### src/rtl/lc3_pkg.sv
// Shared LC-3 memory/IO definitions: MMIO register map and controller FSM states.
package lc3_pkg;

  localparam logic [15:0] KBSR = 16'hFE00;
  localparam logic [15:0] KBDR = 16'hFE02;
  localparam logic [15:0] DSR  = 16'hFE04;
  localparam logic [15:0] DDR  = 16'hFE06;

  typedef enum logic [1:0] {
    ST_IDLE,
    ST_ACCESS,
    ST_DONE,
    ST_HOLD
  } state_e;

  function automatic logic is_mmio(input logic [15:0] addr);
    return (addr == KBSR) || (addr == KBDR) || (addr == DSR) || (addr == DDR);
  endfunction

endpackage

### src/rtl/lc3_btn_sync.sv
// Two-flop synchroniser for the raw push-button followed by a rising-edge detector.
module lc3_btn_sync (
  input  logic clk,
  input  logic rst,
  input  logic btn,
  output logic rise
);

  // [1:0] synchronise; [2] is the previous synchronised sample for edge detection
  logic [2:0] sync_q;

  always_ff @(posedge clk) begin
    if (rst) sync_q <= '0;
    else     sync_q <= {sync_q[1:0], btn};
  end

  assign rise = sync_q[1] & ~sync_q[2];

endmodule

### src/rtl/lc3_memio_ctrl.sv
// LC-3 memory controller: sequences SRAM accesses with fixed latency, decodes the
// keyboard/display MMIO registers and raises the R bit for one cycle per access.
module lc3_memio_ctrl
  import lc3_pkg::*;
#(
  parameter int unsigned MEM_LATENCY = 2
) (
  input  logic        clk,
  input  logic        rst,
  input  logic        mem_en,
  input  logic        r_w,
  input  logic [15:0] mar,
  input  logic [15:0] mdr_in,
  output logic [15:0] mdr_out,
  output logic        ready,
  output logic [15:0] sram_addr,
  output logic [15:0] sram_wdata,
  output logic        sram_we,
  input  logic [15:0] sram_rdata,
  input  logic        btn,
  output logic [3:0]  led_out
);

  state_e      state_q, state_d;
  logic [3:0]  cnt_q, cnt_d;
  logic [15:0] addr_q, addr_d;
  logic [15:0] wdata_q, wdata_d;
  logic        wr_q, wr_d;
  logic        mmio_q, mmio_d;
  logic        we_q, we_d;
  logic [15:0] mdr_q, mdr_d;
  logic [3:0]  led_q, led_d;
  logic        kb_ready_q, kb_ready_d;
  logic [3:0]  count_q, count_d;
  logic        btn_rise;
  logic [15:0] mmio_rdata;

  lc3_btn_sync u_btn_sync (
    .clk  (clk),
    .rst  (rst),
    .btn  (btn),
    .rise (btn_rise)
  );

  always_comb begin
    mmio_rdata = '0;
    case (addr_q)
      KBSR:    mmio_rdata = {kb_ready_q, 15'b0};
      KBDR:    mmio_rdata = {12'b0, count_q};
      DSR:     mmio_rdata = 16'h8000;
      DDR:     mmio_rdata = {12'b0, led_q};
      default: mmio_rdata = '0;
    endcase
  end

  always_comb begin
    state_d    = state_q;
    cnt_d      = cnt_q;
    addr_d     = addr_q;
    wdata_d    = wdata_q;
    wr_d       = wr_q;
    mmio_d     = mmio_q;
    we_d       = 1'b0;
    mdr_d      = mdr_q;
    led_d      = led_q;
    kb_ready_d = kb_ready_q;
    count_d    = count_q;

    case (state_q)
      ST_IDLE: begin
        if (mem_en) begin
          addr_d  = mar;
          wdata_d = mdr_in;
          wr_d    = r_w;
          mmio_d  = is_mmio(mar);
          cnt_d   = is_mmio(mar) ? 4'd0 : 4'(MEM_LATENCY - 1);
          we_d    = r_w & ~is_mmio(mar);
          state_d = ST_ACCESS;
        end
      end
      ST_ACCESS: begin
        if (cnt_q == 4'd0) begin
          state_d = ST_DONE;
          if (!wr_q) begin
            mdr_d = mmio_q ? mmio_rdata : sram_rdata;
            if (mmio_q && addr_q == KBDR) kb_ready_d = 1'b0;
          end else if (mmio_q && addr_q == DDR) begin
            led_d = wdata_q[3:0];
          end
        end else begin
          cnt_d = cnt_q - 4'd1;
        end
      end
      ST_DONE: state_d = mem_en ? ST_HOLD : ST_IDLE;
      ST_HOLD: if (!mem_en) state_d = ST_IDLE;
    endcase

    // A button edge overrides a same-cycle KBDR-read clear so no press is lost
    if (btn_rise) begin
      kb_ready_d = 1'b1;
      count_d    = count_q + 4'd1;
    end
  end

  always_ff @(posedge clk) begin
    if (rst) begin
      state_q    <= ST_IDLE;
      cnt_q      <= '0;
      addr_q     <= '0;
      wdata_q    <= '0;
      wr_q       <= 1'b0;
      mmio_q     <= 1'b0;
      we_q       <= 1'b0;
      mdr_q      <= '0;
      led_q      <= '0;
      kb_ready_q <= 1'b0;
      count_q    <= '0;
    end else begin
      state_q    <= state_d;
      cnt_q      <= cnt_d;
      addr_q     <= addr_d;
      wdata_q    <= wdata_d;
      wr_q       <= wr_d;
      mmio_q     <= mmio_d;
      we_q       <= we_d;
      mdr_q      <= mdr_d;
      led_q      <= led_d;
      kb_ready_q <= kb_ready_d;
      count_q    <= count_d;
    end
  end

  assign ready      = (state_q == ST_DONE);
  assign sram_addr  = addr_q;
  assign sram_wdata = wdata_q;
  assign sram_we    = we_q;
  assign mdr_out    = mdr_q;
  assign led_out    = led_q;

endmodule

### config.mk
export PLATFORM = sky130hd
export DESIGN_NAME = lc3_memio_ctrl
export DESIGN_NICKNAME = d
export VERILOG_FILES = /design/src/rtl/lc3_pkg.sv /design/src/rtl/lc3_btn_sync.sv /design/src/rtl/lc3_memio_ctrl.sv
export SDC_FILE = /design/constraint.sdc
export NUM_CORES = 1
export LEC_CHECK = 0
export ABC_AREA = 1
export CORE_ASPECT_RATIO = 0.8
export CORE_MARGIN = 2
export CORE_UTILIZATION = 45
export CTS_BUF_LIST = sky130_fd_sc_hd__clkbuf_2 sky130_fd_sc_hd__clkbuf_4 sky130_fd_sc_hd__clkbuf_8
export DETAILED_ROUTE_END_ITERATION = 10
export GPL_TIMING_DRIVEN = 0
export PLACE_DENSITY = 0.87
export SLEW_MARGIN = 40
export SYNTH_ARGS = -nofsm -noshare
export SYNTH_HDL_FRONTEND = slang
export SYNTH_SLANG_ARGS = --single-unit
export TNS_END_PERCENT = 30
### constraint.sdc
create_clock -name clk -period 4.1 [get_ports clk]
set_input_delay 0.615 -clock clk [delete_from_list [all_inputs] [get_ports clk]]
set_output_delay 0.615 -clock clk [all_outputs]
set_load 0.01 [all_outputs]
== Word-level counts from Yosys, hierarchy flattened ==
Cells that the tools add are included.
Operators by class
  eq/ne operators: 16
  multiplexer cells: 16
  bitwise gates (word level): 7
  reduce and logical (&&, ||, !) cells: 18
  $add $sub $neg: 2
Operators by type and width (count)
  $eq A16 B16 Y1 const B: 8
  $pmux W16 S4: 1
  $mux W16: 1
  $reduce_and A3 Y1: 3
  $mux W2: 4
  $mux W4: 2
  $ne A2 B2 Y1 const B: 4
  $pmux W2 S4: 1
  $pmux W4 S2: 1
  $reduce_and A4 Y1: 2
  $reduce_bool A2 Y1: 4
  $mux W1: 6
  $not A1 Y1: 5
  $add A4 B1 Y4 const B: 1
  $eq A2 B2 Y1 const B: 2
  $logic_not A4 Y1: 1
  $sub A4 B1 Y4 const B: 1
  $logic_or A1 B1 Y1: 3
  $reduce_or A3 Y1: 1
  $and A1 B1 Y1: 2
  $eq A2 B1 Y1 const B: 1
  $logic_and A1 B1 Y1: 2
  $logic_not A2 Y1: 1
  $ne A2 B1 Y1 const B: 1
  $reduce_and A2 Y1: 1
Storage, ports and cells
  word-level logic and storage cells: 71
  output and inout port bits: 54
  bits in registers: 69
  input bits: 53

== Depth between registers and ports, before layout ==
Gate-level depths: netlist of the first run.
  word-level depth: 7
  depth in mapped cells: 10
  depth with buffers taken out: 10

== By module ==
Synthesis of the first run repeated with hierarchy kept, for this count alone.
Second synthesis, totals
  cell total of the unflattened synthesis: 372
  area total of the unflattened synthesis: 2813.9 sq um
By module, submodules not included
  lc3_memio_ctrl: sequential area each 1321.3 sq um, cells each 362, area an instance 2727.6 sq um, times used 1
  lc3_btn_sync: sequential area each 60.1 sq um, cells each 10, area an instance 86.3 sq um, times used 1

== Least setup slack after synthesis of the first run ==
No wires, ideal clock.
  kind: input to register
  start point: in mem_en
  end point: reg addr_q[0], in the netlist sram_addr[0]
  cell stages on the path: 6
  library setup time: 0.116 ns
  path buffers: 1
  path slack: 2.585 ns
  arrival: 1.399 ns
  path through: inv_1 nor3_2 inv_2 clkbuf_1 nor2_1 nor2_1
Between the ends
  longest elaborated chain between the ends: 1
Ends and longest elaborated chain
  from (decl): line lc3_memio_ctrl.sv:10  | input logic mem_en,
  $reduce_and A2 Y1 (no source line)
  to (signal assigned): line lc3_memio_ctrl.sv:121  | addr_q <= addr_d;
  to (decl): line lc3_memio_ctrl.sv:26  | logic [15:0] addr_q, addr_d;
Every way passes these cells.
A chain may end at the register's enable or synchronous reset.

== Final worst setup path of the first run ==
  start point: in mem_en
  end point: reg addr_q[15], in the netlist sram_addr[15]
Same word-level chain as after synthesis.

==> metrics, run 1 <==
net count reported at finish 547; Pins Over Slew Limit 0; DRT Pass-1 Iters 4; cts hold-fix bufs 0; Initial Util 0.469; diode count 0; total track usage 0.246; Hold Vio Cnt, Final 0; Cells after Synth 374; latest clock arrival within the worst-skew pair 0.35 ns; Final Util 0.699; DRT iter0 DRCs 195; post-placement cell count 561; initial antenna violation count 0; Warnings, synthesis 0; syn_nets 430; CTS sink count 69; Lkg Pwr 1.65 nW; post-synth top area cell dfxtp_1; DP Wirelength 6000 um; Main synth FF type dfxtp_1; clk slew on worst S/H paths 0.07 ns; Tcrit/Tclk final 0.509; Worst Clk Skew 0.0124 ns; fill cell count 455; total CTS buffers 9; hold crit path type register to register; area of the mapped netlist 2800 um^2; CP Capture Type register; area added between synthesis and finish 49.1%; die height 74.6 um; pwr dens 442 nW/um^2; Rows 25; Post-Syn Area per Cell 7.49 um^2; CORE AREA 5970 um^2; chip width 92.2 um; Final Setup Violations 0; largest net degree at the start of global routing 13; DR vias 2938; H-tree levels 3; Overall Power 1.85 mW; Worst-Margin Slew 0.539 ns; Routability Congestion 0.812; Setup Fix Bufs, Post-CTS 0; grt met3 use 0.0780; CTS tree built; Startpoint Class input pin; register area share after synthesis 0.493; CP Data Arrival Time 2.32 ns; max-cap check violation count 0; residual DRC count 0; first-pass GRT wire length 13200 um; WL per Instance 13.8 um; gr busiest metal met2; TNS Setup 0 ns; RSZ-0062 raised after global routing false; worst endpoint required time 4.33 ns; peak supply drop 0.231 mV; share of cells above drive strength 1 0.0646; count leader, synth nor2_1; final antenna-violating net count 0; Final min period 2.09 ns; top-area cell type share of the netlist area 0.493; DIE AREA 6870 um^2; Crit Path Max Fanout 10; Post-synth EDFFs 0; Achievable Freq 479 MHz; IO Pins 107; GRT met1 Usage 0.309; gr ovfl total 0; vias in the first global route 2951; met2 Track Usage GR 0.399; Setup CP Type input pin to register; status finished, final reports clean; most frequent cells after synthesis nor2_1 (83), dfxtp_1 (69), nand2_1 (42); post-route insts no fill 576; Via density 5.10; synth top area cells dfxtp_1 (49%), nor2_1 (11%), o21ai_0 (7.3%); buffers added on ports 106; Post-CTS Resized 0; Slew HR 0.639; FF+latch count, synth 69; Cell variety after synth 28; ys async rst share 0; CTS max path bufs 2; WL final 7940 um; clock root buffer clkbuf_8
routing by layer:
layer  share of wire  vias up
met2            0.49       92
met1            0.43     1368
met3           0.057       16
li1                -     1462
met5               0        -
met4           0.021        0
flip-flops by register name (all words and copies together), names as in the netlist:
name               count
mdr_out               16
sram_addr             16
sram_wdata            16
cnt_q                  4
count_q                4
led_out                4
u_btn_sync.sync_q      3
state_q                2
kb_ready_q             1
mmio_q                 1
sram_we                1
wr_q                   1
power by group:
group	leakage (nW)	switching (mW)	internal, mW
clock network	0.101	0.259	0.339
registers	0.567	0.0510	0.745
logic	0.984	0.232	0.222
cell type report:
cell class                 instances  area, um^2  area share
sequential                        69        1380       0.331
multi-input combinational        259        1230       0.294
timing repair buffer             106        1060       0.254
clock buffer                       9         124      0.0297
inverter                          30         113      0.0270
tap                               81         101      0.0243
clock inverter                     6        88.8      0.0213
buffer                            16        77.6      0.0186
logic make-up (layout without fill, tap and decap cells):
family / after synthesis / after routing / share of synthesized area
compound gates: 88 / 88 / 0.162
xor+xnor: 1 / 1 / 0.00313
fa+ha+maj: 3 / 3 / 0.0134
buf+inv: 46 / 167 / 0.0679
flops: 69 / 69 / 0.493
simple gates: 167 / 167 / 0.261
metrics by stage:
stage	setup WS [ns]	hold WS [ns]	area (um^2)
after floorplan	2.59	0.388	2800
after global placement	1.73	0.394	3960
after detailed placement	1.69	0.406	3960
after CTS	2.01	0.416	4180
after global routing	1.85	0.454	4180
final	2.01	0.419	4180
layout by cell type (no fill, tap or decap), types with 3 or more instances in the layout:
master	Yosys	final
clkdlybuf4s50_1	0	106
nor2_1	83	83
dfxtp_1	69	69
nand2_1	42	42
o21ai_0	41	41
a21oi_1	39	39
nand3_1	28	28
inv_1	25	25
clkbuf_1	10	10
clkbuf_8	0	9
inv_2	5	5
nor3_1	5	5
o21ai_1	4	4
ha_1	3	3
critical path, cell delays in order:
cell and delay (ns):
clkdlybuf4s50_1 0.52, inv_1 0.06, nor3_2 0.42, inv_2 0.16
clkbuf_1 0.28, nor2_1 0.17, nor2_1 0.09
path summary, 6_finish.rpt:
path	startpoint	slack [ns]	end	cells past startpoint
worst max-delay path	mem_en	2.01	sram_addr[15]$_SDFFE_PP0P_	7
worst min-delay path	u_btn_sync.sync_q[0]$_SDFF_PP0_	0.42	u_btn_sync.sync_q[1]$_SDFF_PP0_	2
worst max register to register	state_q[0]$_SDFFE_PP0P_	2.44	sram_addr[15]$_SDFFE_PP0P_	5
worst min register to register	u_btn_sync.sync_q[0]$_SDFF_PP0_	0.42	u_btn_sync.sync_q[1]$_SDFF_PP0_	2
No activity file was read; power rests on OpenSTA's default activity.
==> run 2: changes to the inputs <==
CORE_UTILIZATION = 41   (was 45)
PLACE_DENSITY = 0.83   (was 0.87)
clock period = 1.7 ns   (was 4.1 ns; I/O delays follow)
==> run 2 against run 1 <==
Global-route usage is 1.8 points lower. Power is 130% higher. Clock power is 110% higher. Setup slack worse by 1.9 ns. Die area is 9.3% higher. Via count is 1.5% lower.
==> metrics, run 2 (synthesis gave the netlist of run 1 again) <==
status finished, final reports clean; Critical Path Start mem_en; area added between synthesis and finish 49.7%; worst hold stages 2 (unchanged); WL per Instance 14.0 um (+1.7%); residual DRC count 0 (unchanged); cts hold-fix bufs 0 (unchanged); hold path startpoint u_btn_sync.sync_q[0]$_SDFF_PP0_; Worst Path Buf+Inv 4 (unchanged); CP most frequent cell nor2_1; clk slew on worst S/H paths 0.07 ns (about the same); worst r2r src cnt_q[0]$_SDFFE_PP0P_; share of cells above drive strength 1 0.0805 (+0.0158); Setup WS post-layout 0.112 ns (-1.90 ns); clock root buffer clkbuf_8; Final Setup Violations 0 (unchanged); total CTS buffers 9 (unchanged); CP Cell Sequence clkdlybuf4s50_1, inv_1, nor3_4, inv_2, clkbuf_1, nor2_1, nor2_1; post-placement cell count 564 (+0.53%); CTS tree built; Crit path largest cell delay 0.51 ns (about the same); CP Data Arrival Time 1.82 ns (-0.50 ns); DP Wirelength 6060 um (+1.0%); Hold Vio Cnt, Final 0 (unchanged); CORE AREA 6510 um^2 (+8.9%); Finished Cell Area 4190 um^2 (+0.42%); post-route insts no fill 581 (+0.87%); CTS max path bufs 2 (unchanged); Crit Path Max Fanout 10 (unchanged); Place WS -0.406 ns (-2.09 ns); hold crit path type register to register; net count reported at finish 549 (+0.37%); family with the most delay on the worst path buffers and inverters; Via density 4.98 (-2.3%); Slowest cell on crit path clkdlybuf4s50_1; DIE AREA 7510 um^2 (+9.3%); DRT Pass-1 Iters 5 (+1); total track usage 0.228 (-0.0181); r2r endpoint mdr_out[12]$_SDFFE_PP0P_; H-tree levels 3 (unchanged); Worst Clk Skew 0.00557 ns (-0.00680 ns); gr ovfl total 0 (unchanged); Slew HR 0.656 (+0.0174); Setup CP Type input pin to register; Overall Power 4.27 mW (+130%); initial antenna violation count 0 (unchanged); Routability Congestion 0.873 (+7.5%); diode count 0 (unchanged); RSZ-0062 raised after global routing true; Worst-Margin Slew 0.516 ns (-0.0231 ns); Post-DP Area 3970 um^2 (about the same); DRT iter0 DRCs 115 (-41%); most frequent cells in the layout clkdlybuf4s50_1 (105), nor2_1 (82), dfxtp_1 (67); final antenna-violating net count 0 (unchanged); WL final 8140 um (+2.6%); largest net degree at the start of global routing 11 (-2); die height 77.9 um (+4.5%); max-cap check violation count 0 (unchanged); Initial Util 0.430 (-0.0383); buffers added on ports 106 (unchanged); CTS sink count 69 (unchanged); worst reg2reg path depth 8 (+3); Rows 26 (+4.0%); Lkg Pwr 1.68 nW (+1.9%); CP Capture Type register; Reg2Reg Setup Slack 0.13 ns (-2.31 ns); Startpoint Class input pin; Hold Crit Endpoint u_btn_sync.sync_q[1]$_SDFF_PP0_; Pins Over Slew Limit 0 (unchanged); Tcrit/Tclk final 0.934; latest clock arrival within the worst-skew pair 0.34 ns (about the same); peak supply drop 0.525 mV (+130%); worst endpoint required time 1.93 ns (-2.40 ns); vias in the first global route 2807 (-4.9%); most common cell after layout, fill and taps aside clkdlybuf4s50_1; Final min period 1.59 ns; Achievable Freq 630 MHz; IO Pins 107 (unchanged); chip width 96.4 um (+4.6%); DR vias 2894 (-1.5%); pwr dens 1020 nW/um^2 (+130%); first-pass GRT wire length 13200 um (about the same)
==> run 2: cell count changes in the layout (fill, tap and decap cells not counted), sizes merged <==
cell,previous run,this run
dlymetal6s2s,0,1
clkdlybuf4s50,106,105
bufinv,2,0
clkinvlp,2,0
buf,6,8
clkinv,2,1
clkbuf,19,24
==> run 2: timing repair <==
item,CTS,global route
resized for setup,2,10
pin swaps,0,2
setup buffers,0,2
setup endpoints to repair,19,21
==> run 2: metal layers <==
| metal | wire [um] | global-route usage |
|---|---|---|
| met5 | 0 | 0 |
| met4 | 63 | 0.0563 |
| met3 | 504 | 0.0806 |
| met2 | 4000 | 0.378 |
| met1 | 3580 | 0.282 |
==> run 2: report_power, final <==
group | switching [mW] | internal, mW | leakage (nW)
Combinational | 0.569 | 0.549 | 1.02
Sequential | 0.122 | 1.80 | 0.568
Clock | 0.558 | 0.672 | 0.0994
Total | 1.25 | 3.02 | 1.68
==> run 2: stage by stage <==
stage	utilization	hold slack, ns	setup TNS (ns)
after global routing	0.644	0.416	-0.0467
after floorplan	-	0.362	0
after detailed placement	0.610	0.402	-11.98
after CTS	0.639	0.411	0
final	0.644	0.405	0
after global placement	0.610	0.391	-9.70
==> run 2: worst max path at each step <==
stage	slack, ns	end	cells past startpoint
floorplan	0.33	mdr_out[10]$_SDFFE_PP0P_	8
global placement	-0.34	sram_wdata[1]$_SDFFE_PP0P_	7
detailed placement	-0.41	sram_addr[0]$_SDFFE_PP0P_	7
CTS	0.02	ready	3
global route	-0.02	sram_wdata[8]$_SDFFE_PP0P_	6
finish	0.11	sram_wdata[3]$_SDFFE_PP0P_	7
==> run 2: worst min-delay path: cells and delay by family (launching register included) <==
kind	cells	cell delay (ns)
flip-flops	1	0.30
buffers and inverters	1	0.04
AND/OR/NAND/NOR	1	0.03
==> run 2: layout make-up <==
cell class	count	area (um^2)
Buffer	16	80.1
Sequential cell	69	1390
Multi-Input combinational cell	259	1240
Inverter	30	113
Clock inverter	1	5.00
Fill cell	564	2310
Clock buffer	14	180
Tap cell	84	105
Timing Repair Buffer	108	1080
==> run 3: changes to the inputs <==
MAX_ROUTING_LAYER = met4   (was unset)
==> run 3 against run 2 <==
Global-route usage increased by 0.62 points. Critical endpoint is now sram_addr[0]$_SDFFE_PP0P_. Via count increased by 0.69%. Routed wire length decreased by 0.48%. Highest routed layer unchanged. Largest power group unchanged. Utilization increased by 0.12 points. Power increased by 0.17%. Worst hold slack about the same. Setup slack got worse by 0.058 ns. Sequential power about the same. Clock power about the same. Die area unchanged. Final cell count increased by 0.17%.
==> metrics, run 3 (synthesis gave the netlist of run 1 again) <==
Worst Path Buf+Inv 4 (unchanged); status finished, final reports clean; Startpoint Class input pin; vias in the first global route 2808 (+0.036%); CTS max path bufs 2 (unchanged); Worst-Margin Slew 0.517 ns (+0.00173 ns); Critical Path Start mem_en; peak supply drop 0.525 mV (about the same); cts hold-fix bufs 0 (unchanged); most common cell after layout, fill and taps aside clkdlybuf4s50_1; Lkg Pwr 1.69 nW (+0.32%); Critical Path Stages 7 (unchanged); Initial Util 0.430 (unchanged); CTS sink count 69 (unchanged); Via density 5.01 (+0.52%); CORE AREA 6510 um^2 (unchanged); Worst Clk Skew 0.00551 ns (-0.0000544 ns); IO Pins 107 (unchanged); fill cell count 568 (+0.71%); total CTS buffers 9 (unchanged); first-pass GRT wire length 13200 um (unchanged); initial antenna violation count 0 (unchanged); worst r2r src cnt_q[0]$_SDFFE_PP0P_; TNS Setup 0 ns (unchanged); CTS tree built; chip width 96.4 um (unchanged); H-tree levels 3 (unchanged); Rows 26 (unchanged); crit path capture sram_addr[0]$_SDFFE_PP0P_; Slew HR 0.655 (-0.00115); RSZ-0062 raised after global routing true; Tcrit/Tclk final 0.968 (+0.0342); Crit Path Max Fanout 10 (unchanged); Hold Vio Cnt, Final 0 (unchanged); latest clock arrival within the worst-skew pair 0.33 ns (about the same); Min Hold Slack 0.405 ns (+0.0000340 ns); hold crit path type register to register; Routability Congestion 0.887 (+1.7%); r2r endpoint mdr_out[12]$_SDFFE_PP0P_; CP Capture Type register; share of cells above drive strength 1 0.0823 (+0.00185); WL per Instance 13.9 um (-0.65%); diode count 0 (unchanged); Pins Over Slew Limit 0 (unchanged); pwr dens 1020 nW/um^2 (about the same); family with the most delay on the worst path buffers and inverters; buffers added on ports 106 (unchanged); clock root buffer clkbuf_8; DIE AREA 7510 um^2 (unchanged); hold path startpoint u_btn_sync.sync_q[0]$_SDFF_PP0_; WL final 8100 um (-0.48%); DRT Pass-1 Iters 5 (unchanged); CP most frequent cell nor2_1; most frequent cells in the layout clkdlybuf4s50_1 (105), nor2_1 (82), dfxtp_1 (67); residual DRC count 0 (unchanged); largest net degree at the start of global routing 11 (unchanged); gr ovfl total 0 (unchanged); Final Setup Violations 0 (unchanged); max-cap check violation count 0 (unchanged); Final min period 1.65 ns (+0.0581 ns); Setup CP Type input pin to register; Reg2Reg Setup Slack 0.14 ns (about the same); final antenna-violating net count 0 (unchanged); total track usage 0.235 (+0.00624); worst hold stages 2 (unchanged); worst reg2reg path depth 8 (unchanged); Achievable Freq 608 MHz (-3.5%); Final Util 0.646 (+0.00115); DRT iter0 DRCs 119 (+3.5%); CP Cell Sequence clkdlybuf4s50_1, inv_1, nor3_4, inv_2, clkbuf_1, nor2_1, nor2_1; Slowest cell on crit path clkdlybuf4s50_1; die height 77.9 um (unchanged); CP Data Arrival Time 1.87 ns (+0.05 ns); Overall Power 4.28 mW (+0.17%); DP Wirelength 6060 um (unchanged); Crit path largest cell delay 0.51 ns (about the same); DR vias 2914 (+0.69%); area added between synthesis and finish 50.0%; worst endpoint required time 1.93 ns (about the same); clk slew on worst S/H paths 0.07 ns (about the same); net count reported at finish 550 (+0.18%)
[run 3: cell types whose count changed in the layout (fill, tap and decap cells not counted), sizes merged]
cell | before | now
buf | 8 | 9
[run 3: layer usage]
metal | vias to the layer above | GRT usage | wire [um]
met3 | 6 | 0.0748 | 465
met1 | 1349 | 0.286 | 3580
met2 | 93 | 0.378 | 3980
li1 | 1466 | - | -
met4 | 0 | 0.0563 | 73
met5 | - | - | 0
[run 3: report_power, final]
group	switching, mW	leakage [nW]	internal, mW	total, mW
sequential	0.121	0.568	1.80	1.92
combinational	0.571	1.02	0.553	1.12
clock	0.560	0.0994	0.672	1.23
total	1.25	1.69	3.02	4.28
[run 3: worst min path at each step]
stage                                                 end
final                     u_btn_sync.sync_q[1]$_SDFF_PP0_
after CTS                 u_btn_sync.sync_q[1]$_SDFF_PP0_
after global placement    u_btn_sync.sync_q[1]$_SDFF_PP0_
after global routing      u_btn_sync.sync_q[0]$_SDFF_PP0_
after floorplan           u_btn_sync.sync_q[0]$_SDFF_PP0_
after detailed placement  u_btn_sync.sync_q[1]$_SDFF_PP0_
[run 3: repair_timing]
item                                    in CTS  in global routing
setup buffers                                0                  3
gates resized for setup                      2                 10
endpoints found under the setup margin      19                 21
pin swaps                                    0                  2
[run 3: per-stage QoR]
step	instances	cell area [um^2]	worst slack (ns)
after global routing	582	4200	-0.0358
final	582	4200	0.0540
after detailed placement	564	3970	-0.406
after floorplan	374	2800	0.332
after CTS	579	4160	0.0203
after global placement	564	3970	-0.342
[run 3: layout make-up]
type	instances	area, um^2	area share
clock buffer	14	180	0.0429
timing repair buffer	109	1090	0.259
buffer	16	80.1	0.0191
sequential	69	1390	0.330
multi-input combinational	259	1240	0.296
tap	84	105	0.0250
inverter	30	113	0.0268
clock inverter	1	5.00	0.00119
[run 3: worst min-delay path, stage by stage (launching register included)]
cell     delay (ns)
dfxtp_1        0.30
inv_1          0.04
nor2_1         0.03
